File: config.mk
export PLATFORM = sky130hd
export DESIGN_NAME = gba_rom_bus_ctrl
export DESIGN_NICKNAME = d
export VERILOG_FILES = /design/src/rtl/gba_bus_pkg.sv /design/src/rtl/gba_sync.sv /design/src/rtl/gba_rom_bus_ctrl.sv
export SDC_FILE = /design/constraint.sdc
export NUM_CORES = 1
export LEC_CHECK = 0
export BUFFER_PORTS_ARGS = -buffer_cell sky130_fd_sc_hd__buf_2
export CORE_MARGIN = 4
export CORE_UTILIZATION = 40
export CTS_CLUSTER_SIZE = 16
export DETAILED_ROUTE_END_ITERATION = 8
export PLACE_DENSITY = 0.66
export SYNTH_ARGS = -nofsm -noshare
export SYNTH_HDL_FRONTEND = slang
export SYNTH_SLANG_ARGS = --single-unit
File: constraint.sdc
create_clock -name sys_clk -period 2.45 [get_ports sys_clk]
set_input_delay 0.3675 -clock sys_clk [delete_from_list [all_inputs] [get_ports sys_clk]]
set_output_delay 0.3675 -clock sys_clk [all_outputs]
set_load 0.02 [all_outputs]
File: src/rtl/gba_bus_pkg.sv
// Shared types and sizes for the GBA cartridge ROM bus controller.
package gba_bus_pkg;
  localparam int GBA_ADDR_W      = 24;
  localparam int GBA_DATA_W      = 16;
  localparam int GBA_SYNC_STAGES = 2;

  typedef enum logic [2:0] {
    ST_IDLE,
    ST_FETCH,
    ST_WAIT,
    ST_READY,
    ST_DRIVE
  } state_e;
endpackage

File: src/rtl/gba_sync.sv
// N-stage strobe synchronizer (FFs reset high) with registered edge pulses.
// lvl_o is the delayed synchronized level, aligned with rise_o/fall_o.
module gba_sync #(
  parameter int N = 2
) (
  input  logic clk_i,
  input  logic rst_n_i,
  input  logic d_i,
  output logic lvl_o,
  output logic rise_o,
  output logic fall_o
);
  logic [N-1:0] sync_q;
  logic         prev_q, rise_q, fall_q;

  // Shift raw strobe in, compare synchronized value with its delayed copy.
  always_ff @(posedge clk_i) begin
    if (!rst_n_i) begin
      sync_q <= '1;
      prev_q <= 1'b1;
      rise_q <= 1'b0;
      fall_q <= 1'b0;
    end else begin
      sync_q <= {sync_q[N-2:0], d_i};
      prev_q <= sync_q[N-1];
      rise_q <= sync_q[N-1] & ~prev_q;
      fall_q <= ~sync_q[N-1] & prev_q;
    end
  end

  assign lvl_o  = prev_q;
  assign rise_o = rise_q;
  assign fall_o = fall_q;
endmodule

File: src/rtl/gba_rom_bus_ctrl.sv
// GBA cartridge ROM bus sequencer: strobe sync, address latch, fetch and
// prefetch from backing store, AD pad output-enable control.
// Optional feature macro: GBA_BUS_LATE_CNT_EN (saturating late-read counter).
module gba_rom_bus_ctrl
  import gba_bus_pkg::*;
#(
  parameter int SYNC_STAGES = GBA_SYNC_STAGES,
  parameter int ADDR_W      = GBA_ADDR_W
) (
  input  logic                  sys_clk,
  input  logic                  sys_rst_n,
  input  logic                  gba_ncs,
  input  logic                  gba_nrd,
  input  logic                  gba_nwr,
  input  logic [GBA_DATA_W-1:0] gba_ad_in,
  input  logic [7:0]            gba_a_in,
  output logic [GBA_DATA_W-1:0] gba_ad_out,
  output logic                  gba_ad_oe,
  output logic [7:0]            gba_a_out,
  output logic                  gba_a_oe,
  output logic                  mem_req_valid,
  input  logic                  mem_req_ready,
  output logic [ADDR_W-1:0]     mem_req_addr,
  input  logic                  mem_rsp_valid,
  input  logic [GBA_DATA_W-1:0] mem_rsp_data,
  output logic [15:0]           late_cnt
);
  logic ncs_lvl, ncs_rise, ncs_fall;
  logic nrd_lvl, nrd_rise, nrd_fall;
  logic nwr_lvl, nwr_rise, nwr_fall;

  gba_sync #(.N(SYNC_STAGES)) u_sync_ncs (.clk_i(sys_clk), .rst_n_i(sys_rst_n), .d_i(gba_ncs),
    .lvl_o(ncs_lvl), .rise_o(ncs_rise), .fall_o(ncs_fall));
  gba_sync #(.N(SYNC_STAGES)) u_sync_nrd (.clk_i(sys_clk), .rst_n_i(sys_rst_n), .d_i(gba_nrd),
    .lvl_o(nrd_lvl), .rise_o(nrd_rise), .fall_o(nrd_fall));
  gba_sync #(.N(SYNC_STAGES)) u_sync_nwr (.clk_i(sys_clk), .rst_n_i(sys_rst_n), .d_i(gba_nwr),
    .lvl_o(nwr_lvl), .rise_o(nwr_rise), .fall_o(nwr_fall));

  // Writes are not decoded on ROM cycles; only the nwr level gates oe.
  logic unused_strobes;
  assign unused_strobes = &{1'b0, ncs_lvl, nrd_lvl, nwr_rise, nwr_fall};

  state_e                state_q;
  logic [ADDR_W-1:0]     addr_q, req_addr_q;
  logic [GBA_DATA_W-1:0] data_q, ad_out_q;
  logic                  drop_q, busy_q, pend_q, req_valid_q, ad_oe_q;

  // busy_q: request accepted, response pending. pend_q: addr_q still needs
  // a request. A request is only issued when nothing is in flight.
  logic issue, outstanding, stale_on_exit;
  assign issue         = pend_q && !req_valid_q && !busy_q && !drop_q;
  assign outstanding   = (busy_q && !mem_rsp_valid) || (req_valid_q && mem_req_ready);
  assign stale_on_exit = (busy_q && !mem_rsp_valid) || req_valid_q || issue;

  // Main sequencer: request handshake bookkeeping, then state transitions;
  // ncs rise overrides everything and aborts the ROM cycle.
  always_ff @(posedge sys_clk) begin
    if (!sys_rst_n) begin
      state_q     <= ST_IDLE;
      addr_q      <= '0;
      req_addr_q  <= '0;
      data_q      <= '0;
      ad_out_q    <= '0;
      drop_q      <= 1'b0;
      busy_q      <= 1'b0;
      pend_q      <= 1'b0;
      req_valid_q <= 1'b0;
      ad_oe_q     <= 1'b0;
    end else begin
      ad_oe_q <= 1'b0;
      if (mem_rsp_valid && busy_q) begin
        busy_q <= 1'b0;
        drop_q <= 1'b0;
        if (!drop_q) data_q <= mem_rsp_data;
      end
      if (req_valid_q && mem_req_ready) begin
        req_valid_q <= 1'b0;
        busy_q      <= 1'b1;
      end else if (issue) begin
        req_valid_q <= 1'b1;
        req_addr_q  <= addr_q;
        pend_q      <= 1'b0;
      end
      unique case (state_q)
        ST_IDLE: if (ncs_fall) begin
          addr_q  <= ADDR_W'({gba_a_in, gba_ad_in});
          pend_q  <= 1'b1;
          state_q <= ST_FETCH;
        end
        ST_FETCH, ST_WAIT: if (nrd_fall) begin
          // Late read: drive whatever data_q holds; the response refreshes it.
          state_q  <= ST_DRIVE;
          ad_oe_q  <= nwr_lvl;
          ad_out_q <= data_q;
        end else if (state_q == ST_FETCH && req_valid_q && mem_req_ready) begin
          state_q <= ST_WAIT;
        end else if (state_q == ST_WAIT && mem_rsp_valid && busy_q && !drop_q) begin
          state_q <= ST_READY;
        end
        ST_READY: if (nrd_fall) begin
          state_q  <= ST_DRIVE;
          ad_oe_q  <= nwr_lvl;
          ad_out_q <= data_q;
        end
        ST_DRIVE: if (nrd_rise) begin
          addr_q  <= addr_q + 1'b1;
          pend_q  <= 1'b1;
          drop_q  <= stale_on_exit;
          state_q <= ST_FETCH;
        end else begin
          ad_oe_q  <= nwr_lvl;
          ad_out_q <= data_q;
        end
        default: state_q <= ST_IDLE;
      endcase
      if (ncs_rise) begin
        state_q     <= ST_IDLE;
        ad_oe_q     <= 1'b0;
        req_valid_q <= 1'b0;
        pend_q      <= 1'b0;
        drop_q      <= outstanding;
      end
    end
  end

`ifdef GBA_BUS_LATE_CNT_EN
  logic [15:0] late_q;
  logic        late_evt;
  assign late_evt = nrd_fall && !ncs_rise && (state_q == ST_FETCH || state_q == ST_WAIT);

  // Saturating count of reads that started before their data arrived.
  always_ff @(posedge sys_clk) begin
    if (!sys_rst_n)                       late_q <= '0;
    else if (late_evt && late_q != 16'hFFFF) late_q <= late_q + 16'd1;
  end
  assign late_cnt = late_q;
`else
  assign late_cnt = '0;
`endif

  assign gba_ad_out    = ad_out_q;
  assign gba_ad_oe     = ad_oe_q;
  assign gba_a_out     = '0;
  assign gba_a_oe      = 1'b0;
  assign mem_req_valid = req_valid_q;
  assign mem_req_addr  = req_addr_q;
endmodule

* Yosys cells after proc, flatten, opt, wreduce, memory -nomap -nowiden *
Index checks and enable logic that the tools add are counted.

storage, ports and cells
  register bits = 101
  latch bits = 0
  bits in writable memories = 0
  memory bits (read-only) = 0
  bits of input ports = 47
  output and inout bits = 67
  logic and storage cells = 100
  memories = 0

cells by class
  $add $sub $neg = 1
  $mul = 0
  div/mod/pow operators = 0
  order comparisons = 0
  eq/ne operators = 10
  shift operators = 0
  mux-type cells = 27
  bitwise logic cells = 11
  reduce and logical (&&, ||, !) cells = 31

operators with widths
  operator                                                          number
  24-bit two-way mux                                                2
  24-bit one-hot mux with 2 select lines                            1
  16-bit two-way mux                                                2
  16-bit one-hot mux with 2 select lines                            1
  24-bit by 1-bit adder with 24-bit output (second input constant)  1
  3-bit two-way mux                                                 6
  1-bit two-way mux                                                 12
  3-bit one-hot mux with 4 select lines                             1
  1-bit logical AND                                                 11
  2-bit by 1-bit != test with 1-bit output (second input constant)  4
  1-bit NOT                                                         7
  3-bit by 2-bit == test with 1-bit output (second input constant)  2
  3-bit AND reduction                                               2
  2-bit nonzero test                                                3
  3-bit OR reduction                                                2
  1-bit AND                                                         4
  1-bit zero test                                                   4
  4-bit by 3-bit != test with 1-bit output (second input constant)  1
  1-bit one-hot mux with 2 select lines                             2
  2-bit AND reduction                                               2
  4-bit AND reduction                                               1
  2-bit OR reduction                                                2
  3-bit by 1-bit == test with 1-bit output (second input constant)  1
  3-bit == test (second input constant)                             1
  other kinds (3)                                                   5

* Depth between registers and ports, before layout *
  depth in word-level cells = 8
  gate-level depth with buffers = 7

* By module *
Synthesis repeated with hierarchy kept, for this count alone.

unflattened totals
  cell total of the unflattened synthesis = 546
  area, all modules = 4601.9 um2

modules (own cells, without submodules)
  module            times used  cells an instance  area each (um2)  seq. area each (um2)
  gba_rom_bus_ctrl  1           516                4192.8           1761.7
  gba_sync          3           10                 136.4            100.1

* Least setup slack after synthesis *
Ideal clock, no wire load.

  path type = register to register
  start = register state_q[2]
  end = register addr_q[14]
  library setup time = 74 ps
  arrival time = 1627 ps
  data required time = 2376 ps
  slack = 749 ps
  cell stages (with the launch flop) = 6
  clock period less this slack = 1701 ps
  path through = dfxtp_1 > buf_4 > or3b_4 > or4_1 > mux2_2 > a31oi_1

on the way
  word-level cells in the longest chain between the ends = 3
  elaborated cells between the ends (all ways) = 7
  those cells by class = eq/ne: 3; mux: 1; reduce/logical: 3

ends and longest elaborated chain
  item                                                                                                    line                     source
  start: declaration                                                                                      gba_rom_bus_ctrl.sv:43   state_e state_q;
  start signal: assignment                                                                                gba_rom_bus_ctrl.sv:59   state_q <= ST_IDLE;
  start signal: assignment                                                                                gba_rom_bus_ctrl.sv:88   state_q <= ST_FETCH;
  start signal: assignment                                                                                gba_rom_bus_ctrl.sv:92   state_q <= ST_DRIVE;
  3-bit == test / 3-bit zero test (equally long branches)                                                 gba_rom_bus_ctrl.sv:84   unique case (state_q)
  2-bit by 1-bit != test with 1-bit output (no source line) / 2-bit nonzero test (equally long branches)  --
  3-bit AND reduction (no source line)                                                                    --
  end signal: assignment                                                                                  gba_rom_bus_ctrl.sv:86   addr_q <= ADDR_W'({gba_a_in, gba_ad_in});
  end signal: assignment                                                                                  gba_rom_bus_ctrl.sv:106  addr_q <= addr_q + 1'b1;
  end: declaration                                                                                        gba_rom_bus_ctrl.sv:44   logic [ADDR_W-1:0] addr_q, req_addr_q;

Parallel ways exist; a longest one is shown, timed or not.
A chain may end at the register's enable or synchronous reset.

* Final worst setup path *
  start = register state_q[1]
  end = register ad_out_q[11], in the netlist gba_ad_out[11]

on the way
  word-level cells in the longest chain between the ends = 4
  elaborated cells between the ends (all ways) = 10
  those cells by class = eq/ne: 6; mux: 1; reduce/logical: 3

ends and longest elaborated chain
  item                                                                                                         line                     source
  3-bit by 1-bit == test with 1-bit output / 3-bit by 2-bit == test with 1-bit output (equally long branches)  gba_rom_bus_ctrl.sv:84
  3-bit OR reduction (no source line)                                                                          --
  2-bit by 1-bit != test with 1-bit output (no source line) / 2-bit nonzero test (equally long branches)       --
  3-bit AND reduction (no source line)                                                                         --
  end signal: assignment                                                                                       gba_rom_bus_ctrl.sv:94   ad_out_q <= data_q;
  end signal: assignment                                                                                       gba_rom_bus_ctrl.sv:103  ad_out_q <= data_q;
  end signal: assignment                                                                                       gba_rom_bus_ctrl.sv:112  ad_out_q <= data_q;
  end: declaration                                                                                             gba_rom_bus_ctrl.sv:45   logic [GBA_DATA_W-1:0] data_q, ad_out_q;

Parallel ways exist; a longest one is shown, timed or not.

==> out/qor.csv <==
metric,value,unit
io_buffers,88,
setup_viol,0,
routed_wl,11.31,mm
grt_max_degree,55,
hold_path.class,in2reg,
initial_core_util,41.06,%
syn_inst,546,
ys_top_cells_by_area,"dfxtp_1, nand2_1, a21oi_1",
die_w,114.0,um
post-route-period-util,84.14,%
rows,38,
grt_pass1_wl,18.69,mm
worst_ir_drop_vdd,0.0003313,V
critPathKind,reg2reg,
vias,4022,
antenna_found_initial,0,
status,"finished, final reports clean",
coreArea,0.01094,mm^2
routabilityCongestion,0.8794,
ys_seq_elements,101,
hpwl,7.884,mm
yosysWarnings,0,
hold_violations,0,
grt_pass1_vias,3790,
critical_path.max_fanout,17,
avgSynthCellArea,8.224,um^2
wl_per_cell,14.80,um
clockBufferDepth,2,
io_pins,114,
track_usage,17.68,%
power_density,633.1,mW/mm^2
cts-buffers-inserted,9,
report.final.slew_viol_count,0,
skew,0.01074,ns
worst_pin_slew,1.178,ns
ctsHoldBuffers,0,
synth_top_cell_area_share,45.03,%
rsz0062_at_grt,no,
cp_data_arrival_time,2.29,ns
cts_tree,yes,
required,2.68,ns
path_cells,nor2_1 -> o21ai_2 -> mux2i_1 -> nor2_1,
cts_setup_buffers,0,
worstSetupStartpointType,flop,
cts_htree_levels,3,
async_flop_share,0,%
finalSetupTns,0,ns
max_stage_delay,0.93,ns
via_per_inst,5.264,
power,3.339,mW
filler_cell_count,1095,
slowest_stage,o21ai_2,
ys_seq_area_share,45.03,%
critical-path-top-delay-family,compound AO/OA/AOI/OAI gates,
ys_types,55,
layout-drive-gt1-share,20.03,%
slew-limit-headroom,21.45,%
ant_nets,0,
post-route-min-period,2.061,ns
drtIter0Drc,375,
die_area,0.01299,mm^2
cts-root-buf,clkbuf_16,
cap_violations,0,
critical_path_buf_inv_count,0,
layout.nets,667,
synth-edff-count,0,
areaGrowthSynthToFinish,17.44,%
die_h,114.0,um
netlist_area,0.004491,mm^2
leakage,2.058,nW
path_clk_slew,0.07,ns
crit_path_end_kind,flop,
yosys.area.top_type,dfxtp_1,
max_freq,485.1,MHz
ctsResizeCount,0,
cpMostUsedCell,nor2_1,
clock_sinks,101,
ys.flop_type,dfxtp_1,
firstDrtPassIters,4,
diodes,0,
drc_errors,0,
grt_overflow,0,
clock_latency,0.34,ns
-- per-stage QoR --
| stage | hold slack [ns] | std cells | instance area [um^2] | worst slack (ns) | util (%) |
|---|---|---|---|---|---|
| after global placement | 0.3908 | 748 | 4965 | 0.4745 | 45.40 |
| after global routing | 0.1951 | 764 | 5274 | 0.2637 | 48.23 |
| final | 0.2013 | 764 | 5274 | 0.3887 | 48.23 |
| after CTS | 0.1932 | 764 | 5274 | 0.3697 | 48.23 |
| after floorplan | 0.3863 | 570 | 4581 | 0.7486 | - |
| after detailed placement | 0.3948 | 748 | 4965 | 0.3337 | 45.40 |
-- worst reg2reg max path: stages, from the launching register on --
cell and delay (ns):
dfxtp_1 0.48, nor2_1 0.14, o21ai_2 0.93, mux2i_1 0.34
nor2_1 0.07
-- cell usage in the layout (no fill, tap or decap), types with 2 or more instances in the layout --
master	n
mux2_2	3
and3_1	5
o21ai_0	31
mux2i_1	18
buf_2	88
or4_1	4
a221o_1	2
inv_1	4
a22o_1	3
buf_4	10
a21oi_1	58
o211ai_1	2
nor4_2	2
a31oi_1	9
and2_0	4
dfxtp_1	101
and4_1	6
nand3_1	14
o22ai_1	4
nand4_1	6
nor2_1	32
nor4_1	10
conb_1	25
a211oi_1	3
nand2_1	105
a32o_1	3
nand2b_1	14
and2_1	3
nor3_1	6
or3_1	2
a22oi_1	2
o31a_1	5
clkbuf_16	9
-- metal layers --
layer,GRT usage (%),vias up,routed length [um]
met2,27.21,126,5284
met4,5.780,0,158
li1,-,2022,-
met5,0,-,0
met3,3.714,14,779
met1,24.77,1860,5087
-- report_power, final --
group	switching (mW)	internal [mW]	total (mW)	leakage [nW]
Clock	0.636	0.833	1.47	0.148
Sequential	0.0237	1.66	1.69	0.816
Combinational	0.121	0.0629	0.184	1.09
-- logic make-up (layout without fill, tap and decap cells) --
logic type | after synthesis | in the layout | share of synthesized area, %
AO/OA/AOI/OAI | 132 | 132 | 17.50
adder cells (fa/ha/maj) | 1 | 1 | 0.2786
buffers and inverters | 66 | 120 | 7.913
flip-flops | 101 | 101 | 45.03
multiplexers | 21 | 21 | 4.764
other | 1 | 25 | 0.08351
AND/OR/NAND/NOR | 224 | 224 | 24.44
-- cells in the mapped netlist (3+ instances only) --
library cell,number
o31a_1,5
nor2_1,32
mux2_2,3
a211oi_1,3
nor3_1,7
inv_1,4
and4_1,6
a32o_1,3
nand2b_1,14
nand3_1,14
nand2_1,105
nand4_1,6
a22o_1,3
and2_0,4
and2_1,3
buf_4,27
a31oi_1,9
o22ai_1,4
buf_2,5
nor4_1,10
clkbuf_1,28
dfxtp_1,101
and3_1,5
mux2i_1,18
or4_1,4
o21ai_0,31
a21oi_1,58
-- area by class of cell --
| class | count | area, um^2 | area share [%] |
|---|---|---|---|
| Clock buffer | 11 | 242.7 | 4.603 |
| Tap cell | 140 | 175.2 | 3.321 |
| Multi-Input combinational cell | 403 | 2213 | 41.97 |
| Timing Repair Buffer | 99 | 535.5 | 10.15 |
| Clock inverter | 5 | 66.31 | 1.257 |
| Inverter | 5 | 18.77 | 0.3559 |
| Sequential cell | 101 | 2022 | 38.34 |
-- sequential cells by signal, summed over array words and instances, names as in the netlist, 2 cells and up --
register,cells
addr_q,24
data_q,16
gba_ad_out,16
mem_req_addr,24
state_q,3
u_sync_ncs.sync_q,2
u_sync_nrd.sync_q,2
u_sync_nwr.sync_q,2
-- path summary, 6_finish.rpt --
| kind | start | slack (ns) | end | depth (start not counted) |
|---|---|---|---|---|
| worst max register to register | state_q[1] | 0.39 | gba_ad_out[11] | 4 |
| worst max-delay path | state_q[1] | 0.39 | gba_ad_out[11] | 4 |
| worst min-delay path | gba_ncs | 0.20 | u_sync_ncs.sync_q[0] | 2 |
| worst min register to register | u_sync_nwr.sync_q[0] | 0.41 | u_sync_nwr.sync_q[1] | 1 |
(Power assumes the default switching activity.)
